===== config.mk =====
export PLATFORM = sky130hd
export DESIGN_NAME = mnemonic_player
export DESIGN_NICKNAME = d
export VERILOG_FILES = /design/src/rtl/mnemonic_pkg.sv /design/src/rtl/duration_counter.sv /design/src/rtl/mnemonic_player.sv
export SDC_FILE = /design/constraint.sdc
export NUM_CORES = 1
export LEC_CHECK = 0
export ABC_AREA = 1
export CAP_MARGIN = 20
export CORE_MARGIN = 2
export CORE_UTILIZATION = 42
export DETAILED_ROUTE_END_ITERATION = 6
export GPL_ROUTABILITY_DRIVEN = 0
export GPL_TIMING_DRIVEN = 0
export PLACE_DENSITY = 0.66
export SYNTH_ARGS = -nofsm -noshare
export SYNTH_HDL_FRONTEND = slang
export SYNTH_SLANG_ARGS = --single-unit

===== constraint.sdc =====
create_clock -name clk_i -period 3.6 [get_ports clk_i]
set_clock_uncertainty 0.1 [all_clocks]
set_input_delay 0.72 -clock clk_i [delete_from_list [all_inputs] [get_ports clk_i]]
set_output_delay 0.72 -clock clk_i [all_outputs]
set_load 0.005 [all_outputs]

===== src/rtl/mnemonic_pkg.sv =====
// Shared constants and player state for the mnemonic recorder/player pair.
// Sequence memory holds one level duration (in clocks) per entry.
package mnemonic_pkg;

    localparam int DEPTH = 32;
    localparam int CNT_W = 32;
    localparam int IDX_W = 6;

    typedef enum logic [2:0] {
        S_IDLE,
        S_PRIME,
        S_LOAD,
        S_RUN,
        S_FINISH
    } player_state_e;

    function automatic logic [IDX_W-1:0] clamp_len(input logic [IDX_W-1:0] len);
        if (len > IDX_W'(DEPTH)) return IDX_W'(DEPTH);
        return len;
    endfunction

endpackage


===== src/rtl/duration_counter.sv =====
// Down-counter holding the remaining cycles of the current level.
// A stored duration of zero is played as a single cycle.
module duration_counter
    import mnemonic_pkg::*;
(
    input  logic             clk_i,
    input  logic             reset_i,
    input  logic             load_i,
    input  logic [CNT_W-1:0] load_val_i,
    input  logic             en_i,
    output logic             expire_o
);

    logic [CNT_W-1:0] cnt_q;
    logic [CNT_W-1:0] cnt_d;

    always_comb begin
        cnt_d = cnt_q;
        if (load_i) begin
            cnt_d = (load_val_i == '0) ? CNT_W'(1) : load_val_i;
        end else if (en_i && cnt_q != '0) begin
            cnt_d = cnt_q - CNT_W'(1);
        end
    end

    always_ff @(posedge clk_i) begin
        if (reset_i) begin
            cnt_q <= '0;
        end else begin
            cnt_q <= cnt_d;
        end
    end

    // Last cycle of the current level
    assign expire_o = en_i && (cnt_q == CNT_W'(1));

endmodule


===== src/rtl/mnemonic_player.sv =====
// Replays a recorded list of level durations as a toggling waveform.
// rd_data always carries the entry at ptr_q while RUN/LOAD are active.
module mnemonic_player
    import mnemonic_pkg::*;
(
    input  logic             clk_i,
    input  logic             reset_i,
    input  logic             start_i,
    input  logic             abort_i,
    input  logic [IDX_W-1:0] len_i,
    output logic [IDX_W-2:0] rd_addr_o,
    input  logic [CNT_W-1:0] rd_data_i,
    output logic             busy_o,
    output logic             done_o,
    output logic             sequence_o
);

    player_state_e state_q;
    player_state_e state_d;

    logic [IDX_W-1:0] n_q;
    logic [IDX_W-1:0] n_d;
    logic [IDX_W-1:0] ptr_q;
    logic [IDX_W-1:0] ptr_d;
    logic             seq_q;
    logic             seq_d;

    logic             expire;
    logic             more;
    logic             cut;
    logic             accept;
    logic             load;
    logic [IDX_W-1:0] addr_raw;
    logic [IDX_W-1:0] addr_clip;
    logic             addr_unused;

    assign cut    = abort_i && (state_q != S_IDLE);
    assign accept = (state_q == S_IDLE) && start_i && (len_i != '0);
    assign more   = ptr_q < n_q;
    assign load   = (state_q == S_LOAD)
                 || (state_q == S_RUN && expire && more && !abort_i);

    duration_counter u_cnt (
        .clk_i      (clk_i),
        .reset_i    (reset_i),
        .load_i     (load),
        .load_val_i (rd_data_i),
        .en_i       (state_q == S_RUN),
        .expire_o   (expire)
    );

    always_ff @(posedge clk_i) begin
        if (reset_i) begin
            state_q <= S_IDLE;
        end else begin
            state_q <= state_d;
        end
    end

    always_comb begin
        state_d = state_q;
        if (cut) begin
            state_d = S_IDLE;
        end else begin
            unique case (state_q)
                S_IDLE: begin
                    if (start_i) begin
                        state_d = (len_i == '0) ? S_FINISH : S_PRIME;
                    end
                end
                S_PRIME:  state_d = S_LOAD;
                S_LOAD:   state_d = S_RUN;
                S_RUN: begin
                    if (expire && !more) state_d = S_FINISH;
                end
                S_FINISH: state_d = S_IDLE;
                default:  state_d = S_IDLE;
            endcase
        end
    end

    always_comb begin
        busy_o = 1'b0;
        done_o = 1'b0;
        unique case (state_q)
            S_PRIME, S_LOAD, S_RUN: busy_o = 1'b1;
            S_FINISH:               done_o = 1'b1;
            default: ;
        endcase
    end

    always_comb begin
        n_d   = n_q;
        ptr_d = ptr_q;
        seq_d = seq_q;
        if (cut) begin
            seq_d = 1'b0;
        end else if (accept) begin
            n_d   = clamp_len(len_i);
            ptr_d = '0;
            seq_d = 1'b0;
        end else if (state_q == S_LOAD) begin
            ptr_d = ptr_q + IDX_W'(1);
        end else if (state_q == S_RUN && expire) begin
            seq_d = ~seq_q;
            if (more) ptr_d = ptr_q + IDX_W'(1);
        end
    end

    always_ff @(posedge clk_i) begin
        if (reset_i) begin
            n_q   <= '0;
            ptr_q <= '0;
            seq_q <= 1'b0;
        end else begin
            n_q   <= n_d;
            ptr_q <= ptr_d;
            seq_q <= seq_d;
        end
    end

    // Fetch one ahead on every load so a 1-cycle entry still finds its
    // successor on rd_data; the address is pinned at n-1 past the end.
    assign addr_raw  = load ? ptr_q + IDX_W'(1) : ptr_q;
    assign addr_clip = (n_q != '0 && addr_raw >= n_q) ? n_q - IDX_W'(1)
                                                      : addr_raw;
    assign {addr_unused, rd_addr_o} = addr_clip;

    assign sequence_o = seq_q;

endmodule


=== After elaboration in Yosys (flattened, before gate mapping) ===
Cells that the tools add are included.

* Bitwise logic cells: 3
* Mux-type cells: 20
* Order comparisons: 3
* Equality and inequality tests: 7
* Reduce and logical (&&, ||, !) cells: 30
* $add $sub $neg: 3

{| class="wikitable"
|+ Operators with widths
! kind !! count
|-
| 2-to-1 mux 32 bit || 3
|-
| 2-to-1 mux 6 bit || 7
|-
| equality test 32 x 1 -> 1 bit (second input constant) || 1
|-
| logical NOT 32 bit || 1
|-
| nonzero test 32 bit || 1
|-
| subtractor 32 x 1 -> 32 bit (second input constant) || 1
|-
| one-hot mux 3 bit (4 select lines) || 1
|-
| nonzero test 6 bit || 2
|-
| logical AND 1 bit || 10
|-
| 2-to-1 mux 3 bit || 3
|-
| nonzero test 3 bit || 3
|-
| adder 6 x 1 -> 6 bit (second input constant) || 1
|-
| equality test 3 x 2 -> 1 bit (second input constant) || 2
|-
| greater-or-equal comparator 6 bit || 1
|-
| greater-than comparator 6 bit (second input constant) || 1
|-
| logical NOT 6 bit || 1
|-
| less-than comparator 6 bit || 1
|-
| AND reduction 2 bit || 3
|-
| OR reduction 3 bit || 2
|-
| 2-to-1 mux 1 bit || 5
|-
| 2-to-1 mux 5 bit || 1
|-
| subtractor 5 x 1 -> 5 bit (second input constant) || 1
|-
| != test 2 bit (second input constant) || 2
|-
| equality test 3 x 1 -> 1 bit (second input constant) || 1
|-
| 8 further kinds || 11
|}

* Bits in registers: 48
* Word-level logic and storage cells: 71
* Output and inout bits: 8
* Input bits: 42

=== Logic depth before layout (Yosys ltp) ===
Gate-level depths: netlist of run 1.

* Depth in word-level cells: 10
* Gate-level depth with buffers: 22
* Depth with buffers taken out: 21

=== By module ===
A second synthesis of run 1 with hierarchy kept.

* Cells, all modules: 679
* Area total of the unflattened synthesis: 3968.8 um^2

{| class="wikitable"
|+ Modules (own cells, without submodules)
! module !! cells an instance !! area each (um^2) !! instances !! sequential area each (um^2)
|-
| duration_counter || 474 || 2566.2 || 1 || 640.6
|-
| mnemonic_player || 205 || 1402.6 || 1 || 320.3
|}

=== Worst setup path after synthesis of run 1 ===
No wires, ideal clock.

* Path kind: register to output
* Start point: register n_q[3]
* End point: output rd_addr_o[3]
* Arrival: 2.721 ns
* Path buffers: 2
* Stages on the path, launching flop included: 22
* Required time: 2.780 ns
* Setup slack: 0.059 ns
* Cells stage by stage: dfxtp_1 -> inv_1 -> ha_1 -> nand2_1 -> nand2_1 -> nand2_1 -> nand2_1 -> a21oi_1 -> nand3_2 -> buf_6 -> nand2_8 -> buf_4 -> nand2_1 -> o21ai_0 -> ha_1 -> nand2_1 -> inv_1 -> o211ai_1 -> o2111ai_1 -> nand2_1 -> inv_1 -> o21ai_0

* Longest elaborated chain between the ends: 8
* Elaborated cells between the ends (all ways): 10
* Those cells by class: add/sub (1); order compare (2); mux (2); reduce/logical (5)

{| class="wikitable"
|+ Ends and longest elaborated chain
! item !! RTL line !! text
|-
| start, declared || mnemonic_player.sv:21 || <nowiki>logic [IDX_W-1:0] n_q;</nowiki>
|-
| start signal, assigned || mnemonic_player.sv:116 || <nowiki>n_q <= n_d;</nowiki>
|-
| less-than comparator 6 bit || mnemonic_player.sv:39 || <nowiki>assign more = ptr_q < n_q;</nowiki>
|-
| logical AND 1 bit (2 in a row) || mnemonic_player.sv:41 || <nowiki>|| (state_q == S_RUN && expire && more && !abort_i);</nowiki>
|-
| logical OR 1 bit || mnemonic_player.sv:41 ||
|-
| 2-to-1 mux 6 bit || mnemonic_player.sv:124 || <nowiki>assign addr_raw = load ? ptr_q + IDX_W'(1) : ptr_q;</nowiki>
|-
| greater-or-equal comparator 6 bit || mnemonic_player.sv:125 || <nowiki>assign addr_clip = (n_q != '0 && addr_raw >= n_q) ? n_q - IDX_W'(1)</nowiki>
|-
| logical AND 1 bit || mnemonic_player.sv:125 ||
|-
| 2-to-1 mux 5 bit (*) || mnemonic_player.sv:125 ||
|-
| end, declared || mnemonic_player.sv:11 || <nowiki>output logic [IDX_W-2:0] rd_addr_o,</nowiki>
|}

Every way passes the cells marked *; elsewhere a longest branch is shown, timed or not.

=== Worst setup path in the final report of run 1 ===
* Start point: register n_q[3]
* End point: output rd_addr_o[0]

The elaborated chain is that of the path after synthesis.

==> results.sh, run 1 <==
export IMPL_status="finished, violations left"
export IMPL_violations="setup timing"
export IMPL_async_reset_ff_frac=0
export IMPL_start_util=0.430
export IMPL_clk_pin_slew_worst_paths_ps=90
export IMPL_yosysMostFrequentCell="nand2_1"
export IMPL_drt_total_wl_mm=14.0
export IMPL_power_density_mw_per_mm2=812
export IMPL_rows=35
export IMPL_diodes=0
export IMPL_drive_gt1_frac=0.226
export IMPL_synth_ff_type="dfxtp_1"
export IMPL_cp_max_fo=5
export IMPL_cts_buffers=5
export IMPL_ys_seq_elements=48
export IMPL_tns_ps=-2310
export IMPL_fmax_ghz=0.244
export IMPL_placed_area_mm2=0.00458
export IMPL_routed_via_count=4874
export IMPL_routed_via_density=5.45
export IMPL_holdWs_ps=397
export IMPL_ios=50
export IMPL_die_y_um=101
export IMPL_antenna_found_initial=0
export IMPL_core_area_mm2=0.00920
export IMPL_syn_nets=736
export IMPL_wire_per_inst_um=15.7
export IMPL_grt_usage=0.276
export IMPL_synthTopCellsByCount="178 x nand2_1, 142 x nor2_1, 85 x inv_1"
export IMPL_cts_tree="done"
export IMPL_dp_slack_ps=-1020
export IMPL_grt_pass1_vias=4735
export IMPL_synth_edf_count=0
export IMPL_min_path_type="flop to flop"
export IMPL_setup_viol=5
export IMPL_r2r_slack_ps=160
export IMPL_dr_first_iter_drc_count=346
export IMPL_syn_area_per_cell_um2=5.84
export IMPL_synth_cells=677
export IMPL_synth_top_cell_area_share=0.243
export IMPL_cts_path_max_buffers=2
export IMPL_drt_pass1_iterations=5
export IMPL_drc=0
export IMPL_synth_cell_types=37
export IMPL_syn_area_mm2=0.00396
export IMPL_worstMarginPinSlew_ps=685
export IMPL_hold_violations=0
export IMPL_ant_nets=0
export IMPL_fin_cells=894
export IMPL_fin_nets=841
export IMPL_yosysTopAreaCell="dfxtp_1"
export IMPL_ys_top_cells_by_area="dfxtp_1 24%, nand2_1 17%, nor2_1 13%"
export IMPL_htree_levels=2
export IMPL_grt_remaining_overflow=0
export IMPL_rsz0062_at_grt="yes"
export IMPL_p_leak_uw=0.00258
export IMPL_grt_pass1_wl_mm=22.6
export IMPL_cts_root_buffer="clkbuf_8"
export IMPL_dp_cells=837
export IMPL_clkLatencyLatePin_ps=310
export IMPL_synth_warnings=0
export IMPL_critPathArrivalTime_ps=3270
export IMPL_slew_headroom=0.543
export IMPL_grt_max_degree=15
export IMPL_final_fill_count=864
export IMPL_cap_violations=0
export IMPL_synth_yosys_seq_area_share=0.243
export IMPL_hpwl_mm=9.32
export IMPL_required_ps=2780
export IMPL_worstSetupEndpointType="output port"
export IMPL_die_w_um=101
export IMPL_path_class="flop to output port"
export IMPL_cp_start_kind="flop"
export IMPL_fin_crit_ps=4090
export IMPL_worst_slack_ps=-493
export IMPL_max_vdd_ir_drop_v=0.000345
export IMPL_maxSlewViolCount=0
export IMPL_stdcell_area_mm2=0.00550
export IMPL_dieArea_mm2=0.0102
export IMPL_clock_sinks=48
export IMPL_post_route_period_util=1.14
export IMPL_portBuffers=49
export IMPL_syn_to_final_growth_pct=39.1
-- registers in the layout, indices dropped and copies added (netlist names) --
name and flops:
state_q 3, n_q 6, sequence_o 1, u_cnt.cnt_q 32, ptr_q 6
-- placed cells by master, fill, tap and decap left out, types with 15 or more instances in the layout --
master             n
nand4_1           15
nor2_1           127
o21ai_1           16
buf_4             39
clkdlybuf4s50_1   43
nand3_1           56
inv_1             69
a21oi_1           24
nand2_2           20
dfxtp_2           16
nand2_1          155
dfxtp_1           29
-- final timing paths --
check	from	endpoint	cells past startpoint
setup reg to reg	n_q[3]	u_cnt.cnt_q[31]	26
hold / removal	n_q[4]	n_q[4]	2
setup / recovery	n_q[3]	rd_addr_o[0]	24
hold reg to reg	n_q[4]	n_q[4]	2
-- critical path, stage by stage (launching register included) --
cell and delay, ps:
dfxtp_2 360, inv_2 60, ha_4 270, nand2_2 50
nand2_2 70, nand2_2 50, nand2_2 80, a21oi_4 40
nand3_2 110, buf_8 130, nand2_8 80, buf_8 170
o21ai_4 160, inv_2 60, ha_4 270, nand2_4 60
inv_2 50, nand4_1 130, o2111ai_2 140, nand2_2 110
buf_6 140, buf_6 110, nand2_2 60, nand2_2 70
buf_6 120
-- final cells by class --
cell class	count	area, um^2	share of cell area
multi-input cells	525	2900	0.528
clock inverters	2	10.0	0.00182
repair buffers	97	891	0.162
clock buffers	6	82.6	0.0150
flip-flops and latches	48	992	0.180
plain buffers	17	138	0.0250
well taps	111	139	0.0252
inverters	88	348	0.0632
-- where the power goes --
| part | internal (uW) | switching [uW] |
|---|---|---|
| combinational | 1300 | 2030 |
| clock | 154 | 201 |
| sequential | 640 | 145 |
-- layer usage --
| metal | wire length [um] | vias up | global-route usage |
|---|---|---|---|
| li1 | - | 2363 | - |
| met1 | 6220 | 2240 | 0.363 |
| met2 | 6480 | 224 | 0.455 |
| met3 | 901 | 47 | 0.0340 |
| met4 | 447 | 0 | 0.112 |
| met5 | 0 | - | 0 |
-- cells by family after synthesis --
logic type               count (synthesis)  synth area share
AND/OR/NAND/NOR                        418             0.452
AO/OA/AOI/OAI                           71            0.0993
flip-flops                              48             0.243
XOR/XNOR                                18            0.0418
buffers and inverters                  105             0.110
adder cells (fa/ha/maj)                 17            0.0538
-- metrics by stage --
stage / power, uW / utilization
after global placement: 3350 / 0.499
final: 4470 / 0.598
after global routing: 4860 / 0.598
after floorplan: 2690 / -
after detailed placement: 3400 / 0.499
after CTS: 4170 / 0.582
-- timing repair --
| action | CTS | global route |
|---|---|---|
| hold buffers | 0 | 0 |
| pin swaps | 45 | 22 |
| gates resized for setup | 127 | 34 |
| setup endpoints to repair | 5 | 32 |
| setup buffers | 49 | 7 |
| gates cloned | 1 | 1 |
| endpoints found under the hold margin | 0 | 0 |
Note: power is estimated with default switching activity, not from simulation.
==> run 2, diff against run 1 <==
Settings changed: SKIP_LAST_GASP set to 1.
==> run 2 against run 1 <==
Against the previous run: the flow still finishes with violations (setup timing); combinational power about the same; count of clock-buffer cells in the layout unchanged; cell area unchanged; global-route usage about the same; setup slack improved by 3.9 ps; maximum frequency about the same; final cell count unchanged; critical path type unchanged.
==> results.sh, run 2 (synthesis results as in run 1) <==
export IMPL_dr_first_iter_drc_count=364
export IMPL_routed_via_count=4876
export IMPL_hold_violations=0
export IMPL_dp_slack_ps=-1020
export IMPL_wire_per_inst_um=15.7
export IMPL_placed_area_mm2=0.00458
export IMPL_drive_gt1_frac=0.226
export IMPL_worst_slack_ps=-489
export IMPL_die_w_um=101
export IMPL_grt_pass1_vias=4731
export IMPL_critPathMaxStageDelay_ps=360
export IMPL_cp_max_fo=5
export IMPL_grt_usage=0.275
export IMPL_cap_violations=0
export IMPL_critPathSlowestCell="dfxtp_2"
export IMPL_largest_register="u_cnt.cnt_q"
export IMPL_cts_path_max_buffers=2
export IMPL_final_cell_mix="155 x nand2_1, 127 x nor2_1, 69 x inv_1, 56 x nand3_1, 43 x clkdlybuf4s50_1"
export IMPL_drt_pass1_iterations=5
export IMPL_critPathArrivalTime_ps=3270
export IMPL_cp_num_buf_inv=8
export IMPL_stdcell_area_mm2=0.00550
export IMPL_drt_total_wl_mm=14.1
export IMPL_max_vdd_ir_drop_v=0.000347
export IMPL_required_ps=2780
export IMPL_power_density_mw_per_mm2=813
export IMPL_start_util=0.430
export IMPL_worstSetupEndpointType="output port"
export IMPL_die_y_um=101
export IMPL_hold_buffers=0
export IMPL_clkLatencyLatePin_ps=310
export IMPL_dieArea_mm2=0.0102
export IMPL_crit_top_cell="nand2_2"
export IMPL_min_path_type="flop to flop"
export IMPL_diodes=0
export IMPL_grt_remaining_overflow=0
export IMPL_core_area_mm2=0.00920
export IMPL_tns_ps=-2300
export IMPL_path_class="flop to output port"
export IMPL_post_route_period_util=1.14
export IMPL_maxSlewViolCount=0
export IMPL_fin_crit_ps=4090
export IMPL_drc=0
export IMPL_htree_levels=2
export IMPL_routed_via_density=5.45
export IMPL_p_leak_uw=0.00258
export IMPL_grt_pass1_wl_mm=22.5
export IMPL_clk_pin_slew_worst_paths_ps=90
export IMPL_fin_nets=841
export IMPL_crit_chain="inv_2, ha_4, nand2_2, nand2_2, nand2_2, nand2_2, a21oi_4, nand3_2, buf_8, nand2_8, buf_8, o21ai_4, inv_2, ha_4, nand2_4, inv_2, nand4_1, o2111ai_2, nand2_2, buf_6, buf_6, nand2_2, nand2_2, buf_6"
export IMPL_worstMarginPinSlew_ps=687
export IMPL_largest_reg_flops=32
export IMPL_syn_to_final_growth_pct=39.1
export IMPL_portBuffers=49
export IMPL_final_fill_count=864
export IMPL_layout_commonest_cell="nand2_1"
export IMPL_antenna_found_initial=0
export IMPL_violations="setup timing"
export IMPL_cts_root_buffer="clkbuf_8"
export IMPL_hpwl_mm=9.32
export IMPL_slew_headroom=0.542
export IMPL_ant_nets=0
export IMPL_cts_buffers=5
export IMPL_top_regs="u_cnt.cnt_q x32, n_q x6, ptr_q x6"
export IMPL_grt_max_degree=15
export IMPL_cts_tree="done"
export IMPL_path_delay_family="simple AND/OR/NAND/NOR gates"
export IMPL_status="finished, violations left"
export IMPL_clock_sinks=48
export IMPL_setup_viol=5
export IMPL_utilization=0.598
export IMPL_rows=35
export IMPL_fmax_ghz=0.245
export IMPL_ios=50
export IMPL_rsz0062_at_grt="yes"
export IMPL_cp_start_kind="flop"
run 2: worst min-delay path: stages (launching register included):
cell	delay [ps]
dfxtp_2	350
nand2_1	60
a21oi_1	60
run 2: layer usage:
| metal | vias up | share of wire | GRT usage |
|---|---|---|---|
| met5 | - | 0 | 0 |
| met4 | 0 | 0.030 | 0.112 |
| met3 | 39 | 0.074 | 0.0340 |
| met2 | 235 | 0.46 | 0.455 |
| met1 | 2238 | 0.43 | 0.362 |
| li1 | 2364 | - | - |
run 2: final timing paths:
kind                              from               to  slack, ps  depth (start not counted)
worst min-delay path            n_q[4]           n_q[4]        400                          2
worst max-delay path            n_q[3]     rd_addr_o[0]       -490                         24
worst max register to register  n_q[3]  u_cnt.cnt_q[31]        160                         26
worst min register to register  n_q[4]           n_q[4]        400                          2
run 2: area by class of cell:
type                            instances  area [um^2]  area share
Tap cell                              111          139      0.0252
Buffer                                 17          138      0.0250
Timing Repair Buffer                   97          891       0.162
Inverter                               88          348      0.0632
Clock inverter                          2         10.0     0.00182
Sequential cell                        48          992       0.180
Clock buffer                            6         82.6      0.0150
Multi-Input combinational cell        525         2900       0.528
run 2: timing repair:
action,in CTS,in global routing
pin swaps,31,22
cloned,1,1
hold endpoints to repair,0,0
resized for setup,126,35
setup buffers,49,7
endpoints found under the setup margin,5,32
run 2: power breakdown:
part	switching (uW)	total (uW)	internal, uW
registers	144	785	640
logic	2030	3330	1300
clock network	204	358	154
total	2380	4470	2090
run 2: metrics by stage:
| step | instances | hold slack [ps] | total power, uW |
|---|---|---|---|
| CTS | 895 | 400 | 4170 |
| floorplan | 677 | 345 | 2690 |
| global route | 894 | 434 | 4860 |
| global placement | 837 | 359 | 3350 |
| detailed placement | 837 | 373 | 3400 |
| finish | 894 | 398 | 4470 |
